File: config.mk
export PLATFORM = sky130hd
export DESIGN_NAME = ddr_bw_seq
export DESIGN_NICKNAME = d
export VERILOG_FILES = /design/src/rtl/ddr_bw_seq.sv
export SDC_FILE = /design/constraint.sdc
export NUM_CORES = 1
export LEC_CHECK = 0
export ABC_AREA = 0
export CAP_MARGIN = 25
export CORE_ASPECT_RATIO = 1.4
export CORE_MARGIN = 2
export CORE_UTILIZATION = 35
export DETAILED_ROUTE_END_ITERATION = 8
export HOLD_SLACK_MARGIN = 0.03
export SYNTH_ARGS = -nofsm -noshare
export SYNTH_HDL_FRONTEND = slang
export SYNTH_SLANG_ARGS = --single-unit
File: constraint.sdc
create_clock -name clk -period 12.4 [get_ports clk]
set_input_delay 2.48 -clock clk [delete_from_list [all_inputs] [get_ports clk]]
set_output_delay 2.48 -clock clk [all_outputs]
set_load 0.1 [all_outputs]
File: src/rtl/ddr_bw_seq.sv
// Sequencer for the DDR bandwidth-test write/read AXI master pair: runs NITER
// iterations in the selected mode and accumulates per-direction busy cycles.
module ddr_bw_seq #(
    parameter int unsigned DATA_WIDTH  = 64,
    parameter int unsigned BURST_BEATS = 16,
    parameter int unsigned TIMEOUT_W   = 24
) (
    input  logic        clk,
    input  logic        rst,
    input  logic        CTRL_START,
    input  logic        CTRL_ABORT,
    input  logic [1:0]  CTRL_MODE,
    input  logic [31:0] CTRL_WBASE,
    input  logic [31:0] CTRL_RBASE,
    input  logic [31:0] CTRL_NBURST,
    input  logic [15:0] CTRL_NITER,
    output logic        STAT_BUSY,
    output logic        STAT_DONE,
    output logic [1:0]  STAT_ERR,
    output logic [15:0] STAT_ITER,
    output logic [31:0] STAT_WCYC,
    output logic [31:0] STAT_RCYC,
    output logic        WSTART_REG,
    output logic [31:0] WADDR_REG,
    output logic [31:0] WNBURST_REG,
    input  logic        WIDLE_REG,
    output logic        RSTART_REG,
    output logic [31:0] RADDR_REG,
    output logic [31:0] RNBURST_REG,
    input  logic        RDONE_REG
);

    localparam logic [31:0] BURST_BYTES = 32'(BURST_BEATS * DATA_WIDTH / 8);

    typedef enum logic [2:0] {
        S_IDLE, S_LAUNCH, S_ACK, S_WAIT, S_NEXT, S_FINISH, S_DRAIN
    } state_t;

    state_t state, state_nxt;

    logic [1:0]           mode;
    logic [31:0]          nburst;
    logic [31:0]          stride;
    logic [15:0]          niter;
    logic                 rd_phase;
    logic                 w_run;
    logic                 r_run;
    logic [TIMEOUT_W-1:0] tmo;

    logic        start_ok, abort_ok, tmo_hit;
    logic        want_w, want_r;
    logic        w_done, r_done;
    logic        wstart_nxt, rstart_nxt, w_run_nxt, r_run_nxt;
    logic [15:0] iter_inc;

    assign WNBURST_REG = nburst;
    assign RNBURST_REG = nburst;

    always_comb begin
        want_w     = (mode == 2'd0) || (mode == 2'd3) || (mode == 2'd2 && !rd_phase);
        want_r     = (mode == 2'd1) || (mode == 2'd3) || (mode == 2'd2 && rd_phase);
        start_ok   = (state == S_IDLE) && CTRL_START && !CTRL_ABORT;
        abort_ok   = CTRL_ABORT && (state inside {S_LAUNCH, S_ACK, S_WAIT, S_NEXT});
        tmo_hit    = (tmo == '1);
        // a direction is acknowledged once its START has dropped; idle after that means done
        w_done     = w_run && !WSTART_REG && WIDLE_REG;
        r_done     = r_run && !RSTART_REG && RDONE_REG;
        wstart_nxt = WSTART_REG && WIDLE_REG;
        rstart_nxt = RSTART_REG && RDONE_REG;
        w_run_nxt  = w_run && !w_done;
        r_run_nxt  = r_run && !r_done;
        iter_inc   = STAT_ITER + 16'd1;
        state_nxt  = state;
        case (state)
            S_IDLE: begin
                if (start_ok)
                    state_nxt = (CTRL_NITER == '0 || CTRL_NBURST == '0) ? S_FINISH : S_LAUNCH;
            end
            S_LAUNCH: state_nxt = S_ACK;
            S_ACK: begin
                if (tmo_hit)
                    state_nxt = S_DRAIN;
                else if (!wstart_nxt && !rstart_nxt)
                    state_nxt = S_WAIT;
            end
            S_WAIT: begin
                if (tmo_hit)
                    state_nxt = S_DRAIN;
                else if (!w_run_nxt && !r_run_nxt)
                    state_nxt = (mode == 2'd2 && !rd_phase) ? S_LAUNCH : S_NEXT;
            end
            S_NEXT:   state_nxt = (iter_inc == niter) ? S_FINISH : S_LAUNCH;
            S_FINISH: state_nxt = S_IDLE;
            S_DRAIN: begin
                if ((WIDLE_REG && RDONE_REG) || tmo_hit)
                    state_nxt = S_IDLE;
            end
            default:  state_nxt = S_IDLE;
        endcase
        if (abort_ok)
            state_nxt = S_DRAIN;
    end

    always_ff @(posedge clk or posedge rst) begin
        if (rst)
            state <= S_IDLE;
        else
            state <= state_nxt;
    end

    always_ff @(posedge clk or posedge rst) begin
        if (rst) begin
            mode       <= '0;
            nburst     <= '0;
            stride     <= '0;
            niter      <= '0;
            rd_phase   <= 1'b0;
            w_run      <= 1'b0;
            r_run      <= 1'b0;
            tmo        <= '0;
            STAT_BUSY  <= 1'b0;
            STAT_DONE  <= 1'b0;
            STAT_ERR   <= '0;
            STAT_ITER  <= '0;
            STAT_WCYC  <= '0;
            STAT_RCYC  <= '0;
            WSTART_REG <= 1'b0;
            RSTART_REG <= 1'b0;
            WADDR_REG  <= '0;
            RADDR_REG  <= '0;
        end else begin
            if (w_run && STAT_WCYC != '1)
                STAT_WCYC <= STAT_WCYC + 32'd1;
            if (r_run && STAT_RCYC != '1)
                STAT_RCYC <= STAT_RCYC + 32'd1;

            case (state)
                S_IDLE: begin
                    if (start_ok) begin
                        mode      <= CTRL_MODE;
                        nburst    <= CTRL_NBURST;
                        niter     <= CTRL_NITER;
                        stride    <= CTRL_NBURST * BURST_BYTES;
                        WADDR_REG <= CTRL_WBASE;
                        RADDR_REG <= CTRL_RBASE;
                        STAT_DONE <= 1'b0;
                        STAT_ERR  <= '0;
                        STAT_ITER <= '0;
                        STAT_WCYC <= '0;
                        STAT_RCYC <= '0;
                        STAT_BUSY <= 1'b1;
                        rd_phase  <= 1'b0;
                        tmo       <= '0;
                    end
                end
                S_LAUNCH: begin
                    WSTART_REG <= want_w;
                    RSTART_REG <= want_r;
                    w_run      <= want_w;
                    r_run      <= want_r;
                    tmo        <= '0;
                end
                S_ACK, S_WAIT: begin
                    WSTART_REG <= wstart_nxt;
                    RSTART_REG <= rstart_nxt;
                    w_run      <= w_run_nxt;
                    r_run      <= r_run_nxt;
                    tmo        <= tmo + TIMEOUT_W'(1);
                    if (state == S_ACK && state_nxt == S_WAIT)
                        tmo <= '0;
                    if (state == S_WAIT && state_nxt == S_LAUNCH)
                        rd_phase <= 1'b1;
                    if (state_nxt == S_NEXT)
                        rd_phase <= 1'b0;
                    if (tmo_hit) begin
                        STAT_ERR   <= 2'd1;
                        WSTART_REG <= 1'b0;
                        RSTART_REG <= 1'b0;
                        w_run      <= 1'b0;
                        r_run      <= 1'b0;
                        tmo        <= '0;
                    end
                end
                S_NEXT: begin
                    STAT_ITER <= iter_inc;
                    WADDR_REG <= WADDR_REG + stride;
                    RADDR_REG <= RADDR_REG + stride;
                end
                S_FINISH: begin
                    STAT_BUSY <= 1'b0;
                    STAT_DONE <= (STAT_ERR == '0);
                    nburst    <= '0;
                end
                S_DRAIN: begin
                    tmo <= tmo + TIMEOUT_W'(1);
                    if (state_nxt == S_IDLE) begin
                        STAT_BUSY <= 1'b0;
                        STAT_DONE <= 1'b0;
                        nburst    <= '0;
                    end
                end
                default: ;
            endcase

            // abort overrides whatever the active state scheduled this cycle
            if (abort_ok) begin
                WSTART_REG <= 1'b0;
                RSTART_REG <= 1'b0;
                w_run      <= 1'b0;
                r_run      <= 1'b0;
                rd_phase   <= 1'b0;
                tmo        <= '0;
                STAT_ERR   <= 2'd2;
            end
        end
    end

endmodule

# == Yosys cells after proc, flatten, opt, wreduce, memory -nomap -nowiden ==
# Index checks and enable logic that the tools add are counted.
# op_classes
n_addsub,6
eq_ne,21
n_reduce_logical,55
mux,56
# op_table
op,count
$mux W32,10
$pmux W32 S2,2
$mux W24,4
$pmux W24 S4,1
$pmux W32 S3,1
$add A32 B1 Y32 const B,2
$add A32 B32 Y32,2
$ne A32 B32 Y1 const B,2
$logic_not A32 Y1,1
$pmux W16 S2,1
$mux W3,10
$add A24 B1 Y24 const B,1
$eq A24 B24 Y1 const B,1
$logic_and A1 B1 Y1,20
$pmux W3 S6,1
$add A16 B1 Y16 const B,1
$eq A16 B16 Y1,1
$logic_not A16 Y1,1
$mux W16,1
$mux W1,14
$eq A3 B3 Y1 const B,4
$logic_not A1 Y1,10
$pmux W1 S2,5
$eq A3 B2 Y1 const B,3
19 further kinds,39
# word_totals
in_bits,120
out_inout_bits,214
wordCells,157
register_bits,255

# == Logic depth before layout (Yosys ltp) ==
# Gate-level depths: netlist of the first run.
# depth
depth_word,17
mapped_depth,12
mapped_depth_nobuf,12

# == Worst setup path before layout of the first run ==
# Ideal clock, no wire load.
# synth_path
path_kind,input to register
start,in CTRL_ABORT
end,reg tmo[22]
path_buffers,2
t_arrival_ns,4.238
cell_stages,11
setup_ns,0.124
path_slack_ns,8.038
cell_sequence,clkbuf_2 > nor3b_1 > and2_1 > clkbuf_1 > nor2_1 > o31ai_2 > a2111oi_2 > o21ai_2 > inv_2 > and3_1 > a211o_1
# synth_via
elab_chain_len,11
word_cells_on_any_way,15
cone_classes,eq/ne (2); mux (7); reduce/logical (6)
# synth_rtl
element,line_no,source
start: declaration,11,"input logic CTRL_ABORT,"
$logic_not A1 Y1,62,start_ok = (state == S_IDLE) && CTRL_START && !CTRL_ABORT;
$logic_and A1 B1 Y1,62,
$mux W3,76,if (start_ok)
$pmux W3 S6,74,case (state)
$mux W3,100,if (abort_ok)
$eq A3 B2 Y1,169,if (state == S_ACK && state_nxt == S_WAIT)
$logic_and A1 B1 Y1,169,
$mux W24,169,
$mux W24,175,if (tmo_hit) begin
$pmux W24 S4,137,case (state)
$mux W24,206,if (abort_ok) begin
end signal: assignment,168,tmo <= tmo + TIMEOUT_W'(1);
end signal: assignment,195,tmo <= tmo + TIMEOUT_W'(1);
end: declaration,48,logic [TIMEOUT_W-1:0] tmo;
# Parallel ways exist; a longest one is shown, timed or not.
# A chain may end at the register's enable or synchronous reset.

# == Worst setup path in the final report of the first run ==
# Same ends and word-level chain as after synthesis.

==> metrics.txt, run 1 <==
Vias 12,729; die width roughly 180 um; f_max approximately 0.18 GHz; Arr. time, crit path 5940 ps; area grow syn2layout 32.48%; CTS Sinks 255; most frequent cells after synthesis nand2_1, dfrtp_1, nor2_1; Hold Path Sink WADDR_REG[2]$_DFFE_PP0P_; final setup vio count 0; Tcrit/Tclk final 44.33%; Simple-Gate Fraction of Synth Area roughly 22%; htree depth 1; DR DRC count 0; max-cap violation count 0; fraction of synthesized area in multiplexers less than 1%; Final Hold Vio Count 0; Seq/Total Area, Yosys 44.51%; FFs w/ async S/R, synth 100.0%; Syn Inst Count 1,625; Top FF cell, synth dfrtp_1; Critical Path RT 12,840 ps; Iter 0 DRT Violations 589; Distinct cells, synth 73; Syn Std Cell Area roughly 14,000 sq um; post-synthesis compound-gate area fraction 16.00%; CP Cell Sequence clkdlybuf4s50_1 -> nor3b_1 -> and2_4 -> nor2_4 -> o31ai_2 -> a2111oi_2 -> o21ai_2 -> buf_4 -> inv_2 -> and3_1 -> a211o_1; WL per Instance 17.54 um; Worst R2R Start state[1]$_DFF_PP0_; CTS tree done; Final GP Congestion 0.8549; post-synthesis average cell area just under 9 sq um; Worst Reg-to-Reg Cells 10; crit-path max cell delay 640 ps; final instance area around 19,000 sq um; layout cells sized above 1 about 4.4%; Hold Path Depth 2; Post-synth EDFFs 0; CP max FO 51; most frequent cell after synthesis nand2_1; critical path's top delay family simple AND/OR/NAND/NOR gates; Slew HR about 28%; wirelength, routed 43.09 mm; ranking of synthesized cells by area dfrtp_1, nand2_1, ha_1; clock period minus worst slack 5497 ps; R2R setup slack slightly below 9000 ps; WP buf/inv 3; grt total ovfl 0; first-pass GRT wire length 68.51 mm; die area 42,610 sq um; TritonRoute pass-1 iters 5; Post-CTS Hold Buffers 0; Rows between 80 and 90; post-CTS sizing 0; min-delay worst type register to register; largest net degree at the start of global routing between 100 and 150; clock transition at the registers of the reported paths 60 ps; I/O Buffers 333; hpwl dp 30.92 mm; post-synth top area share 44.51%; CP Class input pin to register; initial antenna violation count 2; outcome complete, no violations; Critical-path top delay cell and2_4; startpoint type of the worst setup path input pin; Ys Warns 0; Worst Tran Pin Value roughly 1100 ps; number of global-route vias before repair 12,707; main combinational cell family by area after synthesis simple AND/OR/NAND/NOR gates; vias per cell 5.181; Die H approximately 240 um; Tot GR Track Use 19.74%; core area 40,390 sq um; Synth Area in Adders ~5.1%; CTS Root Cell clkbuf_16; Clock Latency Late Sink 560 ps; min-delay src WADDR_REG[2]$_DFFE_PP0P_; Mapped Nets 1,802; Max Slew Vio Count 0; final net count 2,077; # IOs around 330; initial core utilization a little over a third; Placed Cells 2,403; setup_tns 0 ps; Area after DPL 17,940 sq um; CTS Buffer Depth 3; clk_skew between 10 and 15 ps; RSZ-0062 raised after global routing false; Final Non-Filler Cells 2,457; Synth Register Bits 255; CTS Buf Count 28; Worst Setup End Kind register; Worst R2R End tmo[22]$_DFFE_PP0P_; Setup Fix Bufs, Post-CTS 0; Synth area leader dfrtp_1; XOR/XNOR Fraction of Synth Area a little over 7%; DRT antenna net count 0
==> registers in the layout, summed over array words and instances (netlist names), 2 cells and up <==
signal and cells:
RNBURST_REG 32, RADDR_REG 32, STAT_RCYC 32, mode 2, stride 25, STAT_ERR 2
niter 16, tmo 24, STAT_WCYC 32, WADDR_REG 32, state 3, STAT_ITER 16
==> cells by family (layout without fill, tap and decap cells) <==
logic type | after synthesis | in the layout
AO/OA/AOI/OAI | 359 | 359
XOR/XNOR | 118 | 118
adder cells (fa/ha/maj) | 57 | 57
buffers and inverters | 133 | 430
flip-flops | 255 | 255
multiplexers | 9 | 9
other | 0 | 1
AND/OR/NAND/NOR | 694 | 694
==> worst max-delay path by stage <==
stage          startpoint                       end  slack (ps)  depth (start not counted)
5_1_grt        CTRL_ABORT        tmo[9]$_DFFE_PP0P_        6670                         11
3_3_place_gp   CTRL_ABORT       tmo[22]$_DFFE_PP0P_        6430                         11
2_1_floorplan         rst  RADDR_REG[0]$_DFFE_PP0P_        2910                          1
3_5_place_dp   CTRL_ABORT       tmo[22]$_DFFE_PP0P_        6330                         11
4_1_cts        CTRL_ABORT       tmo[22]$_DFFE_PP0P_        6930                         11
6_report       CTRL_ABORT       tmo[22]$_DFFE_PP0P_        6900                         11
==> worst register-to-register path, stage by stage (launching register included) <==
cell and delay (ps):
dfrtp_1 630, nor2_1 280, and2_4 410, nor2_4 870
o31ai_2 220, a2111oi_2 450, o21ai_2 80, buf_4 250
inv_2 210, and3_1 190, a211o_1 100
==> metal layers <==
| metal | track usage (%) | vias up | share of wire (%) |
|---|---|---|---|
| li1 | - | 6197 | - |
| met1 | 23.52 | 6133 | 41 |
| met2 | 35.43 | 328 | 51 |
| met3 | 4.151 | 69 | 5.9 |
| met4 | 6.029 | 2 | 2.7 |
| met5 | 0 | - | 0.026 |
==> per-stage QoR <==
step | setup WS [ps] | utilization [%] | hold WS (ps)
finish | 6903 | 47.02 | 478.5
global route | 6669 | 47.02 | 500.5
CTS | 6927 | 46.95 | 480.3
detailed placement | 6325 | 44.41 | 464.5
global placement | 6429 | 44.41 | 456.7
floorplan | 2907 | - | 451.4
==> cell type report <==
class                      instances  area [sq um]
clock buffer                      38         829.5
sequential                       255          6381
multi-input combinational       1237          7343
antenna                            1         2.502
fill                            3881         21390
tap                              534         668.1
timing repair buffer             344          3436
inverter                          34         135.1
clock inverter                    14         195.2
==> cell usage in the layout (no fill, tap or decap), types with 39 or more instances in the layout <==
master | synthesis | final
a21oi_1 | 74 | 74
clkdlybuf4s50_1 | 0 | 333
dfrtp_1 | 255 | 255
ha_1 | 55 | 55
nand2_1 | 347 | 345
nand3_1 | 39 | 39
nor2_1 | 124 | 123
o21ai_0 | 113 | 113
xnor2_1 | 48 | 48
xor2_1 | 70 | 70
Power of run 1 is left out: the tool's default activity adds up to more than one toggle a clock period on the data nets, which glitch-free logic cannot reach.
==> run 2: changes to the inputs <==
Clock period 12.4 ns to 4.54 ns, I/O delays scaled along.
==> metrics.txt, run 2 (synthesis results as in run 1) <==
post-CTS sizing 0 (unchanged); wirelength, routed 43.33 mm (+0.55%); largest net degree at the start of global routing 203 (+65%); area grow syn2layout 33.06%; fillcell total 3,867 (-0.36%); most frequent cells in the layout nand2_1, clkdlybuf4s50_1, dfrtp_1; M1 GR Usage 23.78% (+0.26 points); WL per Instance 17.63 um (+0.51%); Rows 87 (unchanged); Slew HR 24.62% (-3.6 points); global routing met3 resource utilization 4.089% (-0.062 points); crit-path max cell delay 470 ps (-170 ps); Worst R2R Start stride[7]$_DFFE_PP0P_; Worst Tran Pin Value 1127 ps (+54.07 ps); Setup Fix Bufs, Post-CTS 0 (unchanged); Die H 243.5 um (unchanged); CTS Buffer Depth 3 (unchanged); Post-CTS Hold Buffers 0 (unchanged); clk_skew 13.59 ps (-0.2469 ps); max-cap violation count 0 (unchanged); I/O Buffers 333 (unchanged); DRT antenna net count 0 (unchanged); CTS tree done; die area 42,610 sq um (unchanged); vias per cell 5.181 (about the same); GRT busiest layer met2; critical path's top delay family compound AO/OA/AOI/OAI gates; final setup vio count 0 (unchanged); Hold Path Depth 2 (unchanged); initial antenna violation count 2 (unchanged); final net count 2,079 (+0.096%); Iter 0 DRT Violations 746 (+27%); Critical Path RT 4990 ps (-7850 ps); CP max FO 3 (-94%); CP Launch Point stride[7]$_DFFE_PP0P_; outcome complete, no violations; core area 40,390 sq um (unchanged); clock transition at the registers of the reported paths 60 ps (about the same); CP Cell Sequence ha_1 -> inv_1 -> fa_1 -> nand2b_1 -> a21oi_1 -> o21ai_0 -> a21oi_1 -> a31oi_1 -> o31ai_1 -> xnor2_1 -> a21oi_1 -> o21ba_2; layout cells sized above 1 4.524% (+0.10 points); Worst R2R End RADDR_REG[31]$_DFFE_PP0P_; M2 GR Usage 36.42% (+0.99 points); CTS Buf Count 29 (+3.6%); CTS Root Cell clkbuf_16; htree depth 1 (unchanged); die width 175.0 um (unchanged); hpwl dp 30.76 mm (-0.51%); setup_tns 0 ps (unchanged); Hold Path Sink WADDR_REG[4]$_DFFE_PP0P_; CP Class register to register; number of global-route vias before repair 12,762 (+0.43%); Critical-path top delay cell a21oi_1; min-delay worst type register to register; WP buf/inv 1 (-2); startpoint type of the worst setup path register; Arr. time, crit path 3940 ps (-2000 ps); TritonRoute pass-1 iters 5 (unchanged); Final GP Congestion 0.8395 (-1.8%); R2R setup slack 1040 ps (-7630 ps); CTS Sinks 255 (unchanged); Worst Reg-to-Reg Cells 12 (+2); f_max 0.2860 GHz; Max Slew Vio Count 0 (unchanged); initial core utilization 35.50% (unchanged); first-pass GRT wire length 69.19 mm (+0.99%); Worst Setup End Kind register; clock period minus worst slack 3497 ps; Tcrit/Tclk final 77.02%; RSZ-0062 raised after global routing false; Worst path most repeated cell a21oi_1; DR DRC count 0 (unchanged); most common cell after layout, fill and taps aside nand2_1; Final Hold Vio Count 0 (unchanged); Vias 12,734 (+0.039%); Tot GR Track Use 19.98% (+0.23 points); grt total ovfl 0 (unchanged); min-delay src WADDR_REG[4]$_DFFE_PP0P_; Clock Latency Late Sink 560 ps (about the same); # IOs 334 (unchanged)
-- run 2: cell count changes in the layout (fill, tap and decap cells not counted), sizes merged --
cell / delta
buf: +1
bufinv: +2
clkbuf: -2
clkinv: -3
clkinvlp: +4
inv: -1
-- run 2: cell type report --
cell class	count	area [sq um]	area share (%)
Sequential cell	255	6381	33.45
Clock inverter	16	247.7	1.299
Clock buffer	36	812.0	4.257
Antenna cell	1	2.502	0.01312
Multi-Input combinational cell	1237	7338	38.47
Tap cell	534	668.1	3.503
Inverter	34	131.4	0.6888
Timing Repair Buffer	345	3493	18.31
-- run 2: how the worst max path moves through the flow --
stage / endpoint / slack, ps / cells past startpoint
after global placement: tmo[19]$_DFFE_PP0P_ / 240 / 11
final: RADDR_REG[31]$_DFFE_PP0P_ / 1040 / 12
after detailed placement: tmo[19]$_DFFE_PP0P_ / 150 / 11
after global routing: RADDR_REG[31]$_DFFE_PP0P_ / 840 / 12
after CTS: tmo[19]$_DFFE_PP0P_ / 740 / 11
after floorplan: RADDR_REG[0]$_DFFE_PP0P_ / 270 / 1
-- run 2: routing by layer --
layer	wire, um	part of all wire (%)
met5	11	0.025
met4	810	1.9
met3	2572	5.9
met2	22270	51
met1	17670	41
-- run 2: worst min-delay path: stages, from the launching register on --
cell,delay (ps)
dfrtp_1,340
nand2_1,50
nand2_1,60
-- run 2: metrics by stage --
| stage | hold WS [ps] | setup slack (ps) | area, sq um | instances | utilization (%) |
|---|---|---|---|---|---|
| detailed placement | 462.1 | 145.2 | 17980 | 2404 | 44.53 |
| global placement | 457.6 | 238.8 | 17980 | 2404 | 44.53 |
| finish | 471.5 | 1043 | 19070 | 2458 | 47.23 |
| global route | 497.3 | 837.7 | 19070 | 2457 | 47.23 |
| floorplan | 451.4 | 274.4 | 14340 | 1625 | - |
| CTS | 478.0 | 741.6 | 19040 | 2456 | 47.16 |
Power of run 2 is left out for the same reason.
